--- config.mk ---
export PLATFORM = sky130hd
export DESIGN_NAME = lane_delay_seq
export DESIGN_NICKNAME = d
export VERILOG_FILES = /design/src/rtl/lane_dly_pkg.sv /design/src/rtl/lane_dly_decode.sv /design/src/rtl/lane_delay_seq.sv
export SDC_FILE = /design/constraint.sdc
export NUM_CORES = 1
export LEC_CHECK = 0
export CORE_MARGIN = 3
export CORE_UTILIZATION = 40
export CTS_CLUSTER_SIZE = 16
export DETAILED_ROUTE_END_ITERATION = 7
export PLACE_DENSITY = 0.76
export SLEW_MARGIN = 25
export SYNTH_ARGS = -nofsm -noshare
export SYNTH_HDL_FRONTEND = slang
export SYNTH_SLANG_ARGS = --single-unit
--- constraint.sdc ---
create_clock -name clk_div -period 1.65 [get_ports clk_div]
set_input_delay 0.33 -clock clk_div [delete_from_list [all_inputs] [get_ports clk_div]]
set_output_delay 0.33 -clock clk_div [all_outputs]
set_load 0.03 [all_outputs]
--- src/rtl/lane_dly_pkg.sv ---
// lane_dly_pkg: op codes, FSM state encoding and lane target helpers for lane_delay_seq
package lane_dly_pkg;
  typedef enum logic [1:0] {
    OP_LOAD      = 2'd0,
    OP_LOAD_SET  = 2'd1,
    OP_BCAST_SET = 2'd2,
    OP_SET_ONLY  = 2'd3
  } op_t;
  typedef enum logic [1:0] {
    ST_IDLE = 2'd0,
    ST_LOAD = 2'd1,
    ST_GAP  = 2'd2,
    ST_SET  = 2'd3
  } state_t;
  function automatic int sel_dqs(int dq_per_lane);
    return dq_per_lane;
  endfunction
  function automatic int sel_dm(int dq_per_lane);
    return dq_per_lane + 1;
  endfunction
endpackage

--- src/rtl/lane_dly_decode.sv ---
// lane_dly_decode: per-lane sel/dir/enable to one-hot output/input delay load strobes plus target-valid flag
module lane_dly_decode
  import lane_dly_pkg::*;
#(
  parameter int DQ_PER_LANE = 8,
  localparam int NT = DQ_PER_LANE + 2,
  localparam int SEL_W = $clog2(NT)
) (
  input  logic [SEL_W-1:0] sel,
  input  logic             dir,
  input  logic             en,
  output logic [NT-1:0]    ld_odly,
  output logic [NT-2:0]    ld_idly,
  output logic             valid
);
  // input delays exist for dq and dqs only, output delays additionally for dm
  always_comb begin
    valid = int'(sel) <= (dir ? sel_dqs(DQ_PER_LANE) : sel_dm(DQ_PER_LANE));
    ld_odly = en && valid && !dir ? NT'(1) << sel : '0;
    ld_idly = en && valid && dir ? (NT-1)'(1) << sel : '0;
  end
endmodule

--- src/rtl/lane_delay_seq.sv ---
// lane_delay_seq: IODELAY programming sequencer for byte lanes; LANE_DLY_READBACK_EN adds a shadow readback RAM
module lane_delay_seq
  import lane_dly_pkg::*;
#(
  parameter int NUM_LANES = 2,
  parameter int DQ_PER_LANE = 8,
  parameter int DLY_WIDTH = 8,
  parameter int SET_GAP = 2,
  localparam int NT = DQ_PER_LANE + 2,
  localparam int SEL_W = $clog2(NT),
  localparam int LANE_W = NUM_LANES > 1 ? $clog2(NUM_LANES) : 1
) (
  input  logic                           clk_div,
  input  logic                           rst,
  input  logic                           cmd_valid,
  output logic                           cmd_ready,
  input  logic [1:0]                     cmd_op,
  input  logic [LANE_W-1:0]              cmd_lane,
  input  logic                           cmd_dir,
  input  logic [SEL_W-1:0]               cmd_sel,
  input  logic [DLY_WIDTH-1:0]           cmd_data,
  output logic [NUM_LANES*DLY_WIDTH-1:0] dly_data,
  output logic [NUM_LANES*NT-1:0]        ld_odly,
  output logic [NUM_LANES*(NT-1)-1:0]    ld_idly,
  output logic [NUM_LANES-1:0]           set,
  output logic                           done,
`ifdef LANE_DLY_READBACK_EN
  input  logic [LANE_W-1:0]              rd_lane,
  input  logic                           rd_dir,
  input  logic [SEL_W-1:0]               rd_sel,
  output logic [DLY_WIDTH-1:0]           rd_data,
`endif
  output logic                           err
);
  localparam logic [3:0] GAP_LAST = 4'(SET_GAP == 0 ? 0 : SET_GAP - 1);
  state_t state, state_nx;
  op_t op_q, op_in;
  logic [3:0] gap_cnt;
  logic [NUM_LANES-1:0] pending, hit, dec_ok;
  logic [NUM_LANES-1:0][NT-1:0] dec_o;
  logic [NUM_LANES-1:0][NT-2:0] dec_i;
  logic accept, bcast, is_load, tgt_ok, load_ok;
  assign cmd_ready = state == ST_IDLE && !rst;
  assign accept = cmd_valid && cmd_ready;
  assign op_in = op_t'(cmd_op);
  assign bcast = op_in == OP_BCAST_SET;
  assign is_load = op_in != OP_SET_ONLY;
  assign tgt_ok = &dec_ok && |hit;
  assign load_ok = accept && is_load && tgt_ok;
  assign set = state == ST_SET ? pending : '0;
  for (genvar i = 0; i < NUM_LANES; i++) begin : g_lane
    assign hit[i] = bcast || cmd_lane == LANE_W'(i);
    lane_dly_decode #(.DQ_PER_LANE(DQ_PER_LANE)) u_dec (
      .sel(cmd_sel),
      .dir(cmd_dir),
      .en(hit[i]),
      .ld_odly(dec_o[i]),
      .ld_idly(dec_i[i]),
      .valid(dec_ok[i])
    );
  end
  // next state: invalid targets finish in IDLE, SET_ONLY jumps straight to SET
  always_comb begin
    state_nx = ST_IDLE;
    case (state)
      ST_IDLE: state_nx = !accept ? ST_IDLE : !is_load ? ST_SET : !tgt_ok ? ST_IDLE : ST_LOAD;
      ST_LOAD: state_nx = op_q == OP_LOAD ? ST_IDLE : SET_GAP == 0 ? ST_SET : ST_GAP;
      ST_GAP:  state_nx = gap_cnt == GAP_LAST ? ST_SET : ST_GAP;
      default: state_nx = ST_IDLE;
    endcase
  end
  // state, gap counter, pending mask, strobes, done and sticky error
  always_ff @(posedge clk_div) begin
    if (rst) begin
      state <= ST_IDLE;
      op_q <= OP_LOAD;
      gap_cnt <= '0;
      pending <= '0;
      ld_odly <= '0;
      ld_idly <= '0;
      done <= 1'b0;
      err <= 1'b0;
    end else begin
      state <= state_nx;
      if (accept) op_q <= op_in;
      gap_cnt <= state == ST_GAP ? gap_cnt + 4'd1 : '0;
      pending <= state == ST_SET ? '0 : load_ok ? pending | hit : pending;
      ld_odly <= load_ok ? dec_o : '0;
      ld_idly <= load_ok ? dec_i : '0;
      done <= (state == ST_LOAD && op_q == OP_LOAD) || state == ST_SET || (accept && is_load && !tgt_ok);
      err <= accept && !is_load ? 1'b0 : accept && !tgt_ok ? 1'b1 : err;
    end
  end
  // delay value bus only moves on a valid load that hits the lane
  always_ff @(posedge clk_div) begin
    for (int l = 0; l < NUM_LANES; l++)
      if (rst) dly_data[l*DLY_WIDTH +: DLY_WIDTH] <= '0;
      else if (load_ok && hit[l]) dly_data[l*DLY_WIDTH +: DLY_WIDTH] <= cmd_data;
  end
`ifdef LANE_DLY_READBACK_EN
  localparam int NE = 2 * NT - 1;
  logic [DLY_WIDTH-1:0] shadow [NUM_LANES][NE];
  logic rd_ok;
  int wr_idx, rd_idx;
  assign wr_idx = cmd_dir ? NT + int'(cmd_sel) : int'(cmd_sel);
  assign rd_idx = rd_dir ? NT + int'(rd_sel) : int'(rd_sel);
  assign rd_ok = int'(rd_lane) < NUM_LANES && int'(rd_sel) < (rd_dir ? NT - 1 : NT);
  // shadow copy of every loaded value: output delays first, input delays at NT+sel
  always_ff @(posedge clk_div) begin
    if (rst) begin
      for (int l = 0; l < NUM_LANES; l++)
        for (int e = 0; e < NE; e++) shadow[l][e] <= '0;
      rd_data <= '0;
    end else begin
      for (int l = 0; l < NUM_LANES; l++)
        if (load_ok && hit[l]) shadow[l][wr_idx] <= cmd_data;
      rd_data <= rd_ok ? shadow[rd_lane][rd_idx] : '0;
    end
  end
`endif
endmodule

---- Yosys cells after proc, flatten, opt, wreduce, memory -nomap -nowiden ----
Cells that the tools add are included.
word-level totals
  flip-flop bits (word level) ............. 66
  input port bits ......................... 19
  output and inout bits ................... 59
  logic and storage cells ................. 73
cells by class
  add/subtract/negate cells ............... 1
  $lt $le $gt $ge ......................... 1
  equality and inequality tests ........... 6
  shifts and indexed selects .............. 2
  multiplexer cells ....................... 8
  bitwise operators ....................... 8
  reduce and logical (&&, ||, !) cells .... 35
operators with widths
  cell                                                                    number
  5-bit by 32-bit <= comparator with 1-bit output                         1
  1-bit logical AND                                                       17
  3-bit OR reduction                                                      4
  1-bit by 4-bit left shift with 10-bit output (first input constant)     1
  1-bit by 4-bit left shift with 9-bit output (first input constant)      1
  2-bit two-way mux                                                       4
  2-bit OR reduction                                                      4
  1-bit inverter                                                          7
  2-bit equality test (second input constant)                             3
  2-bit one-hot mux with 3 select lines                                   1
  4-bit by 1-bit adder with 4-bit output (second input constant)          1
  4-bit by 1-bit equality test with 1-bit output (second input constant)  1
  1-bit zero test                                                         4
  2-bit zero test                                                         2
  1-bit logical OR                                                        4
  1-bit two-way mux                                                       3
  2-bit by 1-bit equality test with 1-bit output (second input constant)  1
  2-bit inequality test (second input constant)                           1
  2-bit OR                                                                1

---- Depth between registers and ports, before layout ----
  depth in word-level cells ............... 8
  depth in mapped cells ................... 7
  depth with buffers taken out ............ 6

---- Modules after synthesis ----
A second synthesis with hierarchy kept.
unflattened totals
  cells, all modules ...................... 277
  area total of the unflattened synthesis .. 2,688.8 um^2
modules (own cells, without submodules)
  module           times used  cells each  area each (um^2)  sequential area each (um^2)
  lane_delay_seq   1           205         2,296.0           1,321.3
  lane_dly_decode  2           36          196.4             0.0

---- Least setup slack after synthesis ----
OpenSTA, ideal clock, no wires.
  path type ............................... input -> register
  start ................................... input port cmd_sel[0]
  end ..................................... register ld_odly[4]
  setup time .............................. 0.092 ns
  data arrival time ....................... 1.667 ns
  required time ........................... 1.558 ns
  slack ................................... -0.109 ns
  stages on the path ...................... 7
  buffers on the path ..................... 1
  cells stage by stage .................... inv_1 > ha_1 > nor2_1 > o31ai_1 > buf_2 > nand2_1 > nor4_1
on the way
  longest elaborated chain between the ends .. 5
  elaborated cells on any way between the ends .. 9
  those cells by class .................... 1 x order compare; 1 x shift; 2 x bitwise; 5 x reduce/logical
RTL lines
  item                                             RTL line                                     text
  start, declared                                  lane_delay_seq.sv:20                         input logic [SEL_W-1:0] cmd_sel,
  5-bit by 32-bit <= comparator with 1-bit output  lane_dly_decode.sv:18                        valid = int'(sel) <= (dir ? sel_dqs(DQ_PER_LANE) : sel_dm(DQ_PER_LANE));
  1-bit logical AND, on equally long branches      lane_dly_decode.sv:19, lane_delay_seq.sv:48
  1-bit logical AND, on equally long branches      lane_dly_decode.sv:19, lane_delay_seq.sv:49
  1-bit inverter (no line)                         -
  3-bit OR reduction (no line)                     -
  end signal, assigned                             lane_delay_seq.sv:88                         ld_odly <= load_ok ? dec_o : '0;
  end, declared                                    lane_delay_seq.sv:23                         output logic [NUM_LANES*NT-1:0] ld_odly,
Several ways; a longest one is shown, not always the timed one.
A chain may end at the register's enable or synchronous reset.

---- Final worst setup path ----
  start ................................... register state[1]
  end ..................................... register ld_idly[8]
on the way
  longest elaborated chain between the ends .. 7
RTL lines
  item                             RTL line              text
  start, declared                  lane_delay_seq.sv:36  state_t state, state_nx;
  start signal, assigned           lane_delay_seq.sv:84  state <= state_nx;
  2-bit zero test                  lane_delay_seq.sv:43  assign cmd_ready = state == ST_IDLE && !rst;
  1-bit logical AND                lane_delay_seq.sv:43
  1-bit logical AND                lane_delay_seq.sv:44  assign accept = cmd_valid && cmd_ready;
  1-bit logical AND (2 in series)  lane_delay_seq.sv:49  assign load_ok = accept && is_load && tgt_ok;
  1-bit inverter (no line)         -
  3-bit OR reduction (no line)     -
  end signal, assigned             lane_delay_seq.sv:89  ld_idly <= load_ok ? dec_i : '0;
  end, declared                    lane_delay_seq.sv:24  output logic [NUM_LANES*(NT-1)-1:0] ld_idly,
Every way passes these cells.

==> results.cfg <==
[layout]
fin_util_pct = 67.0
area_growth_pct = 57.3
diodes = 0
final_cell_area_um2 = 3530
mostFrequentLayoutCell = dfxtp_1
fin_cells = 427
layout_common_cells = 65 x dfxtp_1, 53 x dlygate4sd2_1, 44 x nor2_1
final_nets = 374
drive_gt1_share_pct = 19.3

[place]
dpl.cell_count = 408
dpl-instance-area_um2 = 3310
hpwl_um = 4190
place.gp.congestion = 0.796
io_buffers = 77

[synth]
yosys_warnings = 0
ys_ff_latch = 66
syn-num-nets = 263
async_flop_share_pct = 0
synthFlopType = dfxtp_1
ys_types = 34
syn_area_um2 = 2240
synth_edf_count = 0
synth_cells = 241
synth_seq_area_share_pct = 58.9
avgSynthCellArea_um2 = 9.31

[clocking]
clkLatencyLatePin_ns = 0.35
root_buffer = clkbuf_8
h-tree-depth = 3
numCtsBuffers = 9
clkTransAtPathRegs_ns = 0.07
clk_path_buf_depth = 2
cts_tree = built
clock_sinks = 66

[timing]
setup_violations = 0
setup_tns_ns = 0
timing.fmax_mhz = 624
fin_crit_sh_pct = 97.2
period_needed_ns = 1.60
finalClockSkew_ns = 0.00768
worstMarginPinSlew_ns = 0.350
rsz0062_at_grt = yes
max_slew_margin_pct = 76.5
timing.hold.ws_ns = 0.447
hold_viol = 0
final_max_slew_viol_count = 0

[floorplanning]
die_h_um = 80.9
core_um2 = 5270
num_rows = 26
boundaryPins = 78
fp.dieW_um = 80.9
initial_utilization_pct = 42.6
die_area_um2 = 6550

[hold_path]
min_path_type = in2reg

[worst_setup_path]
crit_path_start_kind = register
arrival_ns = 1.88
cp-end-kind = register
required_ns = 1.93
worstSetupPathType = reg2reg
worstPathMaxFanout = 7

[power]
power.leakage_nw = 1.68
power.density_nw_per_um2 = 940
ir_drop_mv = 0.484

[global_routing]
use_met2_pct = 30.5
met1_usage_pct = 22.8
antenna_found_initial = 0
busiest_layer = met2
grt_pass1_wl_um = 9340
grt_usage_pct = 18.7
grt_max_degree = 24
grt_pass1_vias = 2042
gr-total-overflow = 0
use_met3_pct = 7.43

[drt]
antenna_left = 0
viasPerCell = 4.93
wl_per_cell_um = 13.6
drt_pass1_iterations = 4
drc = 0
finalWirelength_um = 5800
routed-via-count = 2104
drt_iter0_drc = 81

[status]
status = completed

[job]
cap_violations = 0
sequential cells by signal, summed over array words and instances (netlist names), 2 cells and up:
| register | flops |
|---|---|
| dly_data | 16 |
| gap_cnt | 4 |
| ld_idly | 18 |
| ld_odly | 20 |
| op_q | 2 |
| pending | 2 |
| state | 2 |
per-stage QoR:
stage / power (mW) / worst slack, ns
detailed placement: 2.03 / -0.453
global route: 3.45 / -0.0593
CTS: 3.32 / -0.0618
floorplan: 1.84 / 0.0355
finish: 3.32 / 0.0470
global placement: 2.02 / -0.355
power breakdown:
part	switching, mW	total, mW	internal, mW	leakage [nW]
combinational	0.201	0.374	0.173	1.06
sequential	0.0132	1.63	1.62	0.533
clock	0.622	1.32	0.693	0.0954
final cells by class:
class	instances	area (um^2)
fillers	447	1740
flip-flops and latches	66	1320
repair buffers	111	1010
multi-input cells	161	902
clock buffers	9	124
well taps	70	87.6
clock inverters	7	68.8
inverters	3	11.3
critical path: stages, from the launching register on:
cell     delay, ns
dfxtp_2       0.32
or4b_4        0.55
a21oi_4       0.24
buf_6         0.14
nand4_4       0.15
nor2_2        0.15
kinds of logic (layout without fill, tap and decap cells):
| group | count (synthesis) | in the layout | share of synthesized area [%] |
|---|---|---|---|
| AO/OA/AOI/OAI | 51 | 51 | 12.5 |
| XOR/XNOR | 2 | 2 | 0.781 |
| AND/OR/NAND/NOR | 105 | 105 | 23.2 |
| buffers and inverters | 14 | 130 | 2.95 |
| flip-flops | 66 | 66 | 58.9 |
| adder cells (fa/ha/maj) | 3 | 3 | 1.67 |
synthesized netlist by cell type (2+ instances only):
cell type | n | area [um^2]
nand2_1 | 11 | 41.3
and3_1 | 3 | 18.8
a21oi_1 | 23 | 115
ha_1 | 3 | 37.5
nand3b_1 | 2 | 15.0
clkbuf_1 | 5 | 18.8
nand2b_1 | 2 | 12.5
inv_1 | 3 | 11.3
dfxtp_1 | 66 | 1320
nor2b_1 | 4 | 25.0
nor2_1 | 48 | 180
o21ai_0 | 21 | 105
buf_2 | 5 | 25.0
nand3_1 | 25 | 125
routing by layer:
| layer | up-vias | wire length [um] |
|---|---|---|
| met3 | 6 | 525 |
| li1 | 1041 | - |
| met1 | 970 | 2470 |
| met4 | 0 | 58 |
| met2 | 87 | 2750 |
| met5 | - | 0 |
worst paths after layout:
check        startpoint          to  slack [ns]  cells after the start
max            state[1]  ld_idly[8]        0.05                      5
min             cmd_dir  ld_odly[4]        0.45                      3
max reg2reg    state[1]  ld_idly[8]        0.05                      5
min reg2reg  gap_cnt[0]  gap_cnt[0]        0.48                      1
repair_timing:
item                                    4_1_cts  5_1_grt
setup buffers                                 2        1
endpoints found under the setup margin      108       59
pin swaps                                     4       14
hold buffers                                  0        0
gates resized for setup                      58       22
No activity file was read; power rests on OpenSTA's default activity.
